--- src/rtl/cv32e40p_tmr_pkg.sv ---
// Shared types and constants for the TMR fault manager: FSM state encoding,
// replica indices, the resync settle length and small replica-set helpers.
package cv32e40p_tmr_pkg;

  typedef enum logic [1:0] {
    IDLE   = 2'd0,
    REQ    = 2'd1,
    SETTLE = 2'd2,
    FAULT  = 2'd3
  } tmr_state_e;

  localparam logic [1:0] REPLICA_A = 2'd0;
  localparam logic [1:0] REPLICA_B = 2'd1;
  localparam logic [1:0] REPLICA_C = 2'd2;

  // Quiet cycles between an acknowledged resync and the next request.
  localparam int unsigned SETTLE_CYCLES = 2;
  localparam int unsigned SETTLE_W      = 1;

  // Lowest-index member of a replica set (A wins over B wins over C).
  function automatic logic [1:0] lowest_replica(input logic [2:0] set);
    logic [1:0] id;
    if (set[0]) begin
      id = REPLICA_A;
    end else if (set[1]) begin
      id = REPLICA_B;
    end else begin
      id = REPLICA_C;
    end
    return id;
  endfunction

  // One-hot replica mask for a replica index.
  function automatic logic [2:0] replica_onehot(input logic [1:0] id);
    logic [2:0] mask;
    case (id)
      REPLICA_A: mask = 3'b001;
      REPLICA_B: mask = 3'b010;
      REPLICA_C: mask = 3'b100;
      default:   mask = 3'b000;
    endcase
    return mask;
  endfunction

endpackage

--- src/rtl/cv32e40p_tmr_replica_monitor.sv ---
// Per-replica fault bookkeeping: ORs the voter mismatch flags into a hit,
// keeps a saturating lifetime hit count, a per-window hit count and a sticky
// permanent-fault flag that sets once the window count reaches THRESH.
module cv32e40p_tmr_replica_monitor
  import cv32e40p_tmr_pkg::*;
#(
  parameter int unsigned NVOTERS = 8,
  parameter int unsigned CNT_W   = 8,
  parameter int unsigned THRESH  = 4
) (
  input  logic               clk,
  input  logic               rst,
  input  logic [NVOTERS-1:0] err_i,
  input  logic               clear_i,
  input  logic               wrap_i,
  output logic               hit_o,
  output logic [CNT_W-1:0]   cnt_o,
  output logic               perm_o,
  output logic               perm_next_o
);

  localparam int unsigned    WH_W     = $clog2(THRESH + 1);
  localparam logic [WH_W-1:0] THRESH_C = WH_W'(THRESH);

  logic               hit;
  logic               hit_eff;
  logic [CNT_W-1:0]   cnt_q, cnt_d;
  logic [WH_W-1:0]    whit_q, whit_d, whit_base;
  logic               perm_q, perm_d;

  assign hit     = |err_i;
  // A software clear swallows the hits of its own cycle everywhere.
  assign hit_eff = hit & ~clear_i;

  // Next-state for the lifetime counter, window count and sticky flag.
  always_comb begin
    cnt_d = cnt_q;
    if (hit_eff && (cnt_q != {CNT_W{1'b1}})) begin
      cnt_d = cnt_q + CNT_W'(1);
    end
    // The wrap cycle already belongs to the new window.
    whit_base = wrap_i ? '0 : whit_q;
    whit_d    = whit_base;
    if (hit_eff && (whit_base != THRESH_C)) begin
      whit_d = whit_base + WH_W'(1);
    end
    perm_d = perm_q | (whit_d == THRESH_C);
    if (clear_i) begin
      whit_d = '0;
      perm_d = 1'b0;
    end
  end

  // Register the counters and flag; only rst clears the lifetime count.
  always_ff @(posedge clk) begin
    if (rst) begin
      cnt_q  <= '0;
      whit_q <= '0;
      perm_q <= 1'b0;
    end else begin
      cnt_q  <= cnt_d;
      whit_q <= whit_d;
      perm_q <= perm_d;
    end
  end

  assign hit_o       = hit;
  assign cnt_o       = cnt_q;
  assign perm_o      = perm_q;
  assign perm_next_o = perm_d;

endmodule

--- src/rtl/cv32e40p_tmr_fault_manager.sv ---
// TMR fault manager: aggregates voter mismatch flags per replica, runs the
// observation window, issues resync requests for transient single-replica
// faults and escalates permanent and multi-replica faults.
//
// Handshake: resync_req_o rises with replica_id_o valid and both stay stable
// until resync_ack_i is sampled high while requesting; the request then drops
// on the next edge. A multi-replica hit or rst withdraws the request without
// an ack. resync_ack_i is ignored whenever no request is open.
module cv32e40p_tmr_fault_manager
  import cv32e40p_tmr_pkg::*;
#(
  parameter int unsigned NVOTERS = 8,
  parameter int unsigned CNT_W   = 8,
  parameter int unsigned WINDOW  = 1024,
  parameter int unsigned THRESH  = 4
) (
  input  logic               clk,
  input  logic               rst,
  input  logic [NVOTERS-1:0] err_a_i,
  input  logic [NVOTERS-1:0] err_b_i,
  input  logic [NVOTERS-1:0] err_c_i,
  input  logic               clear_i,
  input  logic               resync_ack_i,
  output logic               resync_req_o,
  output logic [1:0]         replica_id_o,
  output logic [2:0]         perm_fault_o,
  output logic               multi_fault_o,
  output logic [CNT_W-1:0]   err_cnt_a_o,
  output logic [CNT_W-1:0]   err_cnt_b_o,
  output logic [CNT_W-1:0]   err_cnt_c_o,
  output logic               irq_o
);

  localparam int unsigned       WIN_W       = (WINDOW > 1) ? $clog2(WINDOW) : 1;
  localparam logic [WIN_W-1:0]  WIN_LAST    = WIN_W'(WINDOW - 1);
  localparam logic [SETTLE_W-1:0] SETTLE_LAST = SETTLE_W'(SETTLE_CYCLES - 1);

  logic [NVOTERS-1:0]  err_arr [3];
  logic [CNT_W-1:0]    cnt_arr [3];
  logic [2:0]          hit;
  logic [2:0]          perm_q;
  logic [2:0]          perm_next;

  logic [WIN_W-1:0]    win_q, win_d;
  logic                wrap;

  tmr_state_e          state_q, state_d;
  logic [SETTLE_W-1:0] settle_q, settle_d;
  logic [2:0]          pend_q, pend_d;
  logic                req_q, req_d;
  logic [1:0]          id_q, id_d;
  logic                multi_q, multi_d;
  logic                irq_q, irq_d;

  logic                multi_hit;
  logic                single_hit;
  logic [2:0]          new_set;
  logic [2:0]          serve;
  logic [1:0]          serve_id;

  assign err_arr[0] = err_a_i;
  assign err_arr[1] = err_b_i;
  assign err_arr[2] = err_c_i;

  for (genvar g = 0; g < 3; g++) begin : g_mon
    cv32e40p_tmr_replica_monitor #(
      .NVOTERS (NVOTERS),
      .CNT_W   (CNT_W),
      .THRESH  (THRESH)
    ) u_mon (
      .clk         (clk),
      .rst         (rst),
      .err_i       (err_arr[g]),
      .clear_i     (clear_i),
      .wrap_i      (wrap),
      .hit_o       (hit[g]),
      .cnt_o       (cnt_arr[g]),
      .perm_o      (perm_q[g]),
      .perm_next_o (perm_next[g])
    );
  end

  // Free-running observation window position.
  assign wrap  = (win_q == WIN_LAST);
  assign win_d = wrap ? '0 : win_q + WIN_W'(1);

  // Classify this cycle's hits; a clear in the same cycle masks them all.
  always_comb begin
    multi_hit  = ~clear_i & ((hit[0] & hit[1]) | (hit[0] & hit[2]) | (hit[1] & hit[2]));
    single_hit = ~clear_i & (^hit) & ~((hit[0] & hit[1]) | (hit[0] & hit[2]) | (hit[1] & hit[2]));
    new_set    = single_hit ? (hit & ~perm_q) : 3'b000;
  end

  // Resync FSM: request, settle, pending-set service and fault lockout.
  always_comb begin
    state_d  = state_q;
    settle_d = settle_q;
    pend_d   = clear_i ? 3'b000 : pend_q;
    req_d    = req_q;
    id_d     = id_q;
    serve    = 3'b000;
    serve_id = REPLICA_A;
    case (state_q)
      IDLE: begin
        if (multi_hit) begin
          state_d = FAULT;
          pend_d  = 3'b000;
        end else if (new_set != 3'b000) begin
          state_d = REQ;
          req_d   = 1'b1;
          id_d    = lowest_replica(new_set);
        end
      end
      REQ: begin
        if (multi_hit) begin
          state_d = FAULT;
          req_d   = 1'b0;
          pend_d  = 3'b000;
        end else begin
          pend_d = pend_d | new_set;
          if (resync_ack_i) begin
            state_d  = SETTLE;
            req_d    = 1'b0;
            settle_d = '0;
          end
        end
      end
      SETTLE: begin
        if (multi_hit) begin
          state_d = FAULT;
          pend_d  = 3'b000;
        end else if (settle_q == SETTLE_LAST) begin
          // Replicas that went permanent meanwhile are dropped, not served.
          serve    = (pend_d | new_set) & ~perm_q;
          serve_id = lowest_replica(serve);
          if (serve != 3'b000) begin
            state_d = REQ;
            req_d   = 1'b1;
            id_d    = serve_id;
            pend_d  = serve & ~replica_onehot(serve_id);
          end else begin
            state_d = IDLE;
            pend_d  = 3'b000;
          end
        end else begin
          settle_d = settle_q + SETTLE_W'(1);
          pend_d   = pend_d | new_set;
        end
      end
      FAULT: begin
        if (clear_i) begin
          state_d = IDLE;
          pend_d  = 3'b000;
        end
      end
      default: begin
        state_d = IDLE;
        req_d   = 1'b0;
        pend_d  = 3'b000;
      end
    endcase
  end

  // Sticky multi-fault flag and the interrupt derived from next-state flags.
  always_comb begin
    multi_d = clear_i ? 1'b0 : (multi_q | multi_hit);
    irq_d   = (|perm_next) | multi_d;
  end

  // State registers.
  always_ff @(posedge clk) begin
    if (rst) begin
      win_q    <= '0;
      state_q  <= IDLE;
      settle_q <= '0;
      pend_q   <= 3'b000;
      req_q    <= 1'b0;
      id_q     <= REPLICA_A;
      multi_q  <= 1'b0;
      irq_q    <= 1'b0;
    end else begin
      win_q    <= win_d;
      state_q  <= state_d;
      settle_q <= settle_d;
      pend_q   <= pend_d;
      req_q    <= req_d;
      id_q     <= id_d;
      multi_q  <= multi_d;
      irq_q    <= irq_d;
    end
  end

  assign resync_req_o  = req_q;
  assign replica_id_o  = id_q;
  assign perm_fault_o  = perm_q;
  assign multi_fault_o = multi_q;
  assign err_cnt_a_o   = cnt_arr[0];
  assign err_cnt_b_o   = cnt_arr[1];
  assign err_cnt_c_o   = cnt_arr[2];
  assign irq_o         = irq_q;

endmodule

--- config.mk ---
export PLATFORM = sky130hd
export DESIGN_NAME = cv32e40p_tmr_fault_manager
export DESIGN_NICKNAME = d
export VERILOG_FILES = /design/src/rtl/cv32e40p_tmr_pkg.sv /design/src/rtl/cv32e40p_tmr_replica_monitor.sv /design/src/rtl/cv32e40p_tmr_fault_manager.sv
export SDC_FILE = /design/constraint.sdc
export NUM_CORES = 1
export LEC_CHECK = 0
export ABC_AREA = 1
export BUFFER_PORTS_ARGS = -buffer_cell sky130_fd_sc_hd__buf_2
export CAP_MARGIN = 40
export CELL_PAD_IN_SITES_DETAIL_PLACEMENT = 0
export CELL_PAD_IN_SITES_GLOBAL_PLACEMENT = 2
export CORE_MARGIN = 2
export CORE_UTILIZATION = 30
export CTS_BUF_LIST = sky130_fd_sc_hd__clkbuf_4
export CTS_CLUSTER_SIZE = 20
export DETAILED_ROUTE_END_ITERATION = 10
export PLACE_DENSITY = 0.87
export SLEW_MARGIN = 5
export SYNTH_ARGS = -nofsm -noshare
export SYNTH_HDL_FRONTEND = slang
export SYNTH_SLANG_ARGS = --single-unit
--- constraint.sdc ---
create_clock -name clk -period 5.4 [get_ports clk]
set_clock_uncertainty 0.05 [all_clocks]
set_input_delay 0.27 -clock clk [delete_from_list [all_inputs] [get_ports clk]]
set_output_delay 0.27 -clock clk [all_outputs]
set_load 0.03 [all_outputs]
# ---- Yosys cells after proc, flatten, opt, wreduce, memory -nomap -nowiden
# Index checks and enable logic that the tools add are counted.
dict set report word_totals {
  regBits 57
  output_inout_bits 32
}
dict set report classes {
  n_addsub 8
  n_bitwise 24
  eq_ne 26
  n_reduce_logical 24
  n_mux 58
}
# cell count
set ops {}
lappend ops {{two-way mux 3 bit} 18}
lappend ops {{two-way mux 2 bit} 19}
lappend ops {{adder 8 x 1 -> 8 bit, second input constant} 3}
lappend ops {{inequality test 8 bit, second input constant} 3}
lappend ops {{OR reduction 8 bit} 3}
lappend ops {{inequality test 3 bit, second input constant} 6}
lappend ops {{inequality test 2 bit, second input constant} 8}
lappend ops {{two-way mux 1 bit} 15}
lappend ops {{case mux 3 bit (4 select lines)} 1}
lappend ops {{adder 10 x 1 -> 10 bit, second input constant} 1}
lappend ops {{equality test 10 bit, second input constant} 1}
lappend ops {{adder 3 x 1 -> 3 bit, second input constant} 3}
lappend ops {{bitwise AND 1 bit} 9}
lappend ops {{bitwise AND 3 bit} 3}
lappend ops {{equality test 3 bit, second input constant} 3}
lappend ops {{case mux 3 bit (3 select lines)} 1}
lappend ops {{nonzero test 3 bit} 3}
lappend ops {{case mux 2 bit (4 select lines)} 1}
lappend ops {{AND reduction 4 bit} 2}
lappend ops {{bitwise OR 1 bit} 7}
lappend ops {{AND reduction 7 bit} 1}
lappend ops {{equality test 2 bit, second input constant} 3}
lappend ops {{logical AND 1 bit} 6}
lappend ops {{NOT 3 bit} 2}
lappend ops {{13 further kinds} 18}

# ---- Logic depth before layout (Yosys ltp)
dict set report logic_depth {
  word_depth 26
  ltp_mapped 16
  ltp_nobuf 15
}

# ---- Hierarchy
# Synthesis repeated with hierarchy kept, for this count alone.
dict set report hier_totals {
  hier_cells 514
  hier_area_um2 3422.0
}
# mod area_per_inst_um2 cells_each n_inst seq_area_each_um2
set modules_own_cells {}
lappend modules_own_cells {{cv32e40p_tmr_replica_monitor (g_mon[0].u_mon ...)} 735.7 111 2 240.2}
lappend modules_own_cells {cv32e40p_tmr_fault_manager 1216.2 181 1 420.4}
lappend modules_own_cells {{cv32e40p_tmr_replica_monitor (g_mon[2].u_mon)} 734.5 111 1 240.2}

# ---- Worst setup path before layout
# OpenSTA, ideal clock, no wires.
dict set report synth_timing {
  kind {input port to flip-flop}
  from {input err_c_i[7]}
  to {register id_q[0], in the netlist replica_id_o[0]}
  setup_time_ns 0.115
  arrival_time_ns 2.021
  path_stages 14
  required_ns 5.235
  n_path_buf 0
  path_slack_ns 3.213
  cell_sequence {nor2_1 -> nand2_1 -> nor2_1 -> fa_1 -> nor2_4 -> nand2_1 -> nor2_1 -> nand2_1 -> nand2_1 -> o21ai_0 -> nor2_1 -> nand2_1 -> o21ai_1 -> nor2_1}
}
dict set report synth_between {
  elab_chain_cells 18
  word_cells_on_any_way 34
}
# element line
set synth_lines {}
lappend synth_lines {{from (decl)} cv32e40p_tmr_fault_manager.sv:21} ;# input logic [NVOTERS-1:0] err_c_i,
lappend synth_lines {{OR reduction 8 bit (*)} cv32e40p_tmr_replica_monitor.sv:31} ;# assign hit = |err_i;
lappend synth_lines {{bitwise AND 1 bit} {cv32e40p_tmr_fault_manager.sv:89, cv32e40p_tmr_fault_manager.sv:90}}
lappend synth_lines {{bitwise OR 1 bit (2 in series)} {cv32e40p_tmr_fault_manager.sv:89, cv32e40p_tmr_fault_manager.sv:90}}
lappend synth_lines {{NOT 1 bit} cv32e40p_tmr_fault_manager.sv:90} ;# single_hit = ~clear_i & (^hit) & ~((hit[0] & hit[1]) | (hit[0] & hit[2]) | (hit[1] & hit[2]));
lappend synth_lines {{bitwise AND 1 bit} cv32e40p_tmr_fault_manager.sv:90}
lappend synth_lines {{two-way mux 3 bit} cv32e40p_tmr_fault_manager.sv:91} ;# new_set = single_hit ? (hit & ~perm_q) : 3'b000;
lappend synth_lines {{bitwise OR 3 bit} cv32e40p_tmr_fault_manager.sv:134} ;# serve = (pend_d | new_set) & ~perm_q;
lappend synth_lines {{bitwise AND 3 bit} cv32e40p_tmr_fault_manager.sv:134}
lappend synth_lines {{two-way mux 2 bit} cv32e40p_tmr_pkg.sv:25} ;# end else if (set[1]) begin
lappend synth_lines {{two-way mux 2 bit} cv32e40p_tmr_pkg.sv:23} ;# if (set[0]) begin
lappend synth_lines {{two-way mux 2 bit} cv32e40p_tmr_fault_manager.sv:132} ;# end else if (settle_q == SETTLE_LAST) begin
lappend synth_lines {{two-way mux 2 bit} cv32e40p_tmr_fault_manager.sv:129} ;# if (multi_hit) begin
lappend synth_lines {{two-way mux 2 bit} cv32e40p_tmr_fault_manager.sv:103} ;# case (state_q)
lappend synth_lines {{two-way mux 2 bit} cv32e40p_tmr_fault_manager.sv:136} ;# if (serve != 3'b000) begin
lappend synth_lines {{two-way mux 2 bit} cv32e40p_tmr_fault_manager.sv:132}
lappend synth_lines {{two-way mux 2 bit} cv32e40p_tmr_fault_manager.sv:129}
lappend synth_lines {{case mux 2 bit (2 select lines)} cv32e40p_tmr_fault_manager.sv:103}
lappend synth_lines {{to (signal assigned)} cv32e40p_tmr_fault_manager.sv:187} ;# id_q <= id_d;
lappend synth_lines {{to (decl)} cv32e40p_tmr_fault_manager.sv:51} ;# logic [1:0] id_q, id_d;
# Mark *: on every way between the ends. The rest lies on a longest branch, timed or not. The select of a mux whose other input is x is not followed.
# A chain may end at the register's enable or synchronous reset.

# ---- Worst setup path after layout
dict set report layout_timing {
  from {register win_q[0]}
  to {register irq_q, in the netlist irq_o}
}
dict set report layout_between {
  elab_chain_cells 10
  word_cells_on_any_way 27
}
# element line
set layout_lines {}
lappend layout_lines {{from (decl)} cv32e40p_tmr_fault_manager.sv:44} ;# logic [WIN_W-1:0] win_q, win_d;
lappend layout_lines {{from (signal assigned)} cv32e40p_tmr_fault_manager.sv:182} ;# win_q <= win_d;
lappend layout_lines {{equality test 10 bit (*)} cv32e40p_tmr_fault_manager.sv:84} ;# assign wrap = (win_q == WIN_LAST);
lappend layout_lines {{parallel branches: the longest is 7 deep, another holds adder 3 x 1 -> 3 bit} --}
lappend layout_lines {{OR reduction 3 bit (*)} cv32e40p_tmr_fault_manager.sv:167} ;# irq_d = (|perm_next) | multi_d;
lappend layout_lines {{bitwise OR 1 bit (*)} cv32e40p_tmr_fault_manager.sv:167}
lappend layout_lines {{to (signal assigned)} cv32e40p_tmr_fault_manager.sv:189} ;# irq_q <= irq_d;
lappend layout_lines {{to (decl)} cv32e40p_tmr_fault_manager.sv:53} ;# logic irq_q, irq_d;
# Mark *: on every way between the ends.

==> impl_results.md <==
- CP Class: reg -> reg
- Hold Startpoint: rst
- Syn nets: about 500
- # resized after CTS: 0
- Avg Vias per Cell: 4.574
- Worst R2R End: irq_o
- First-iteration detailed-routing DRC count: roughly 170
- CTS tree: built
- Row count: 37
- DRC Markers: 0
- Hold Fails Final Rpt: 0
- CTS H-Tree Depth: 3
- Power per cell area: 284.0 nW/µm²
- Slowest-stage cell, CP: dfxtp_1
- Maximum fanout along the worst path: 17
- Antenna violations before repair: 1
- Largest net degree at the start of global routing: 29
- Min-delay worst type: in -> reg
- CORE AREA: 10140 µm²
- Placed cell areas: 3526 µm²
- Largest area contributor in the netlist: dfxtp_1
- Worst hold stages: 2
- Critical path arrival: 2.57 ns
- Clock Latency Late Sink: 0.41 ns
- Synth Flop Type: dfxtp_1
- Slew Viols, Final: 0
- Post-layout min period: 2.352 ns
- DRT Pass-1 Iters: 4
- DIE AREA: 11130 µm²
- Final Util: 0.3618
- Clock transition at the registers of the reported paths: ~0.1 ns
- Post-synth top cells: nand2_1 (92), nor2_1 (82), dfxtp_1 (57), inv_1 (55), a21oi_1 (39)
- Async set or reset register ratio after synthesis: 0
- CP Launch Type: flip-flop
- Worst-path cell chain: ha_1 > nand2_1 > nor2_4 > nand3_4 > nand2_1 > ha_1 > nand3_1 > nand2_1 > clkinv_1 > nand2_1 > nand2_1 > nand3_1 > nand2_1 > nor2_1 > a21oi_1
- Critical Path RT: between 5 and 6 ns
- Post-route ant nets: 0
- Die Y-Extent: 105.5 µm
- Die width: ~110 µm
- Pre-CTS setup slack: around 2.8 ns
- Slew @ Worst Pin: 0.5230 ns
- Proportion of layout cells with a drive suffix above 1: 0.1631
- Crit. End Element: flip-flop
- PnR worst setup slack: 3.048 ns
- Setup Buffers After CTS: 0
- Setup TNS: 0 ns
- Nets: between 500 and 600
- Max_cap viols: 0
- PortBufs: 59
- Origin of the critical flop-to-flop path: win_q[0]
- RePlAce Congestion: 0.7750
- Most repeated cell in the gate-level netlist after synthesis: nand2_1
- FF+latch count, synth: 57
- Routed wire length: 7.286 mm
- R2r setup slk: 3.05 ns
- Sequential share of the synthesized area: 0.3694
- Status: finished, final reports clean
- Design Area, Final: approximately 3700 µm²
- GRT Overall Usage: 0.1394
- I/O pins: 60
- Headroom to the max-slew limit: 0.6501
- Total power draw: 1.042 mW
- Leak: 1.683 nW
- CTS Hold Buffers Added: 0
- RSZ-0062 raised after global routing: false
- Number of synthesized flops with an enable pin: 0
- Starting density of the core: 0.3047
- Syn_area_per_cell: 6.775 µm²
- Vias in the first global route: 2715
- DP Cell Count: 643
- Filler-free cell count of the finished design: 658
- Top delay family on crit path: simple AND/OR/NAND/NOR gates
- Avg WL per Cell: 11.07 µm
- Bufs and invs on worst path: 1
- Remaining Overflow, GRT: 0
- Top cell type's share of synthesized area: 0.3694
- CTS buffer count: 9
- Post-DP HPWL: between 5 and 6 mm
- Max Buffers Root-to-Sink: 2
- Synth warnings: 0
- FF-to-FF path depth: 15
- Hold slack: about 0.087 ns
- Global-route wire length before repair: ~12 mm
- # fillers: 1068
- Post-route clock period utilization: 0.4356
- Netlist Area Pre-Place: 3089 µm²
- Final setup vio count: 0
- WP depth: 15
- Synth area leaders: dfxtp_1 (37%), nand2_1 (11%), nor2_1 (10%)
- Maximum vdd ir drop: between 0.1 and 0.15 mV
- CTS sink count: 57
- Hold EP: pend_q[0]
- Achievable Freq: 425.1 MHz
- Root Buffer: clkbuf_4
- Netlist cell types: 31
- Critical Path Max Stage Delay: 0.37 ns
- Layout area overhead: 18.75%
- Worst path most repeated cell: nand2_1
- Post-Synthesis Cells: 456
- Via count: 3010
==> cells in the final DEF, fill, tap and decap left out, types with 2 or more instances in the layout <==
cell,n
inv_1,55
nand2_1,92
xor2_1,4
nor2_1,82
dfxtp_1,57
clkinv_1,3
a31oi_1,3
nor3_1,8
nand3b_1,7
buf_2,59
nand3_1,23
clkbuf_4,9
nor3b_1,2
bufinv_16,2
xnor2_1,2
nand2_2,4
inv_2,2
nand4_1,6
a21oi_1,39
nor2_4,3
ha_1,14
o21ai_0,30
o21ai_1,5
==> sequential cells by signal, indices dropped and copies added (netlist names) <==
signal              cells
state_q                 2
multi_fault_o           1
replica_id_o            2
g_mon.u_mon.perm_o      3
g_mon.u_mon.whit_q      9
pend_q                  3
g_mon.u_mon.cnt_o      24
win_q                  10
settle_q                1
irq_o                   1
resync_req_o            1
==> routing by layer <==
| layer | part of all wire | track usage |
|---|---|---|
| met1 | 0.49 | 0.1782 |
| met2 | 0.45 | 0.2184 |
| met3 | 0.051 | 0.04205 |
| met4 | 0.015 | 0.05714 |
| met5 | 0 | 0 |
==> area by class of cell <==
class,instances,area (µm²),share of cell area
sequential,57,1141,0.3110
antenna,1,2.502,0.0006821
clock inverter,5,72.57,0.01978
inverter,58,217.7,0.05935
timing repair buffer,60,322.8,0.08799
multi-input combinational,332,1674,0.4563
clock buffer,9,67.56,0.01842
tap,136,170.2,0.04638
==> power breakdown <==
part	internal (mW)	total [mW]	switching (mW)
sequential	0.445	0.464	0.0185
combinational	0.0823	0.240	0.158
clock	0.179	0.338	0.159
==> how the worst max path moves through the flow <==
| stage | end | slack, ns | start |
|---|---|---|---|
| floorplan | replica_id_o[0] | 3.21 | err_c_i[7] |
| global placement | replica_id_o[0] | 2.77 | err_c_i[7] |
| detailed placement | replica_id_o[0] | 2.79 | err_c_i[7] |
| CTS | irq_o | 3.05 | win_q[0] |
| global route | irq_o | 2.71 | win_q[0] |
| finish | irq_o | 3.05 | win_q[0] |
==> kinds of logic (layout without fill, tap and decap cells) <==
| group | after synthesis | after routing | share of synthesized area |
|---|---|---|---|
| compound gates | 80 | 80 | 0.1333 |
| simple gates | 231 | 231 | 0.3285 |
| flops | 57 | 57 | 0.3694 |
| buf+inv | 67 | 132 | 0.08870 |
| fa+ha+maj | 15 | 15 | 0.06318 |
| xor+xnor | 6 | 6 | 0.01701 |
| other cells | 0 | 1 | 0 |
No activity file was read; power rests on OpenSTA's default activity.
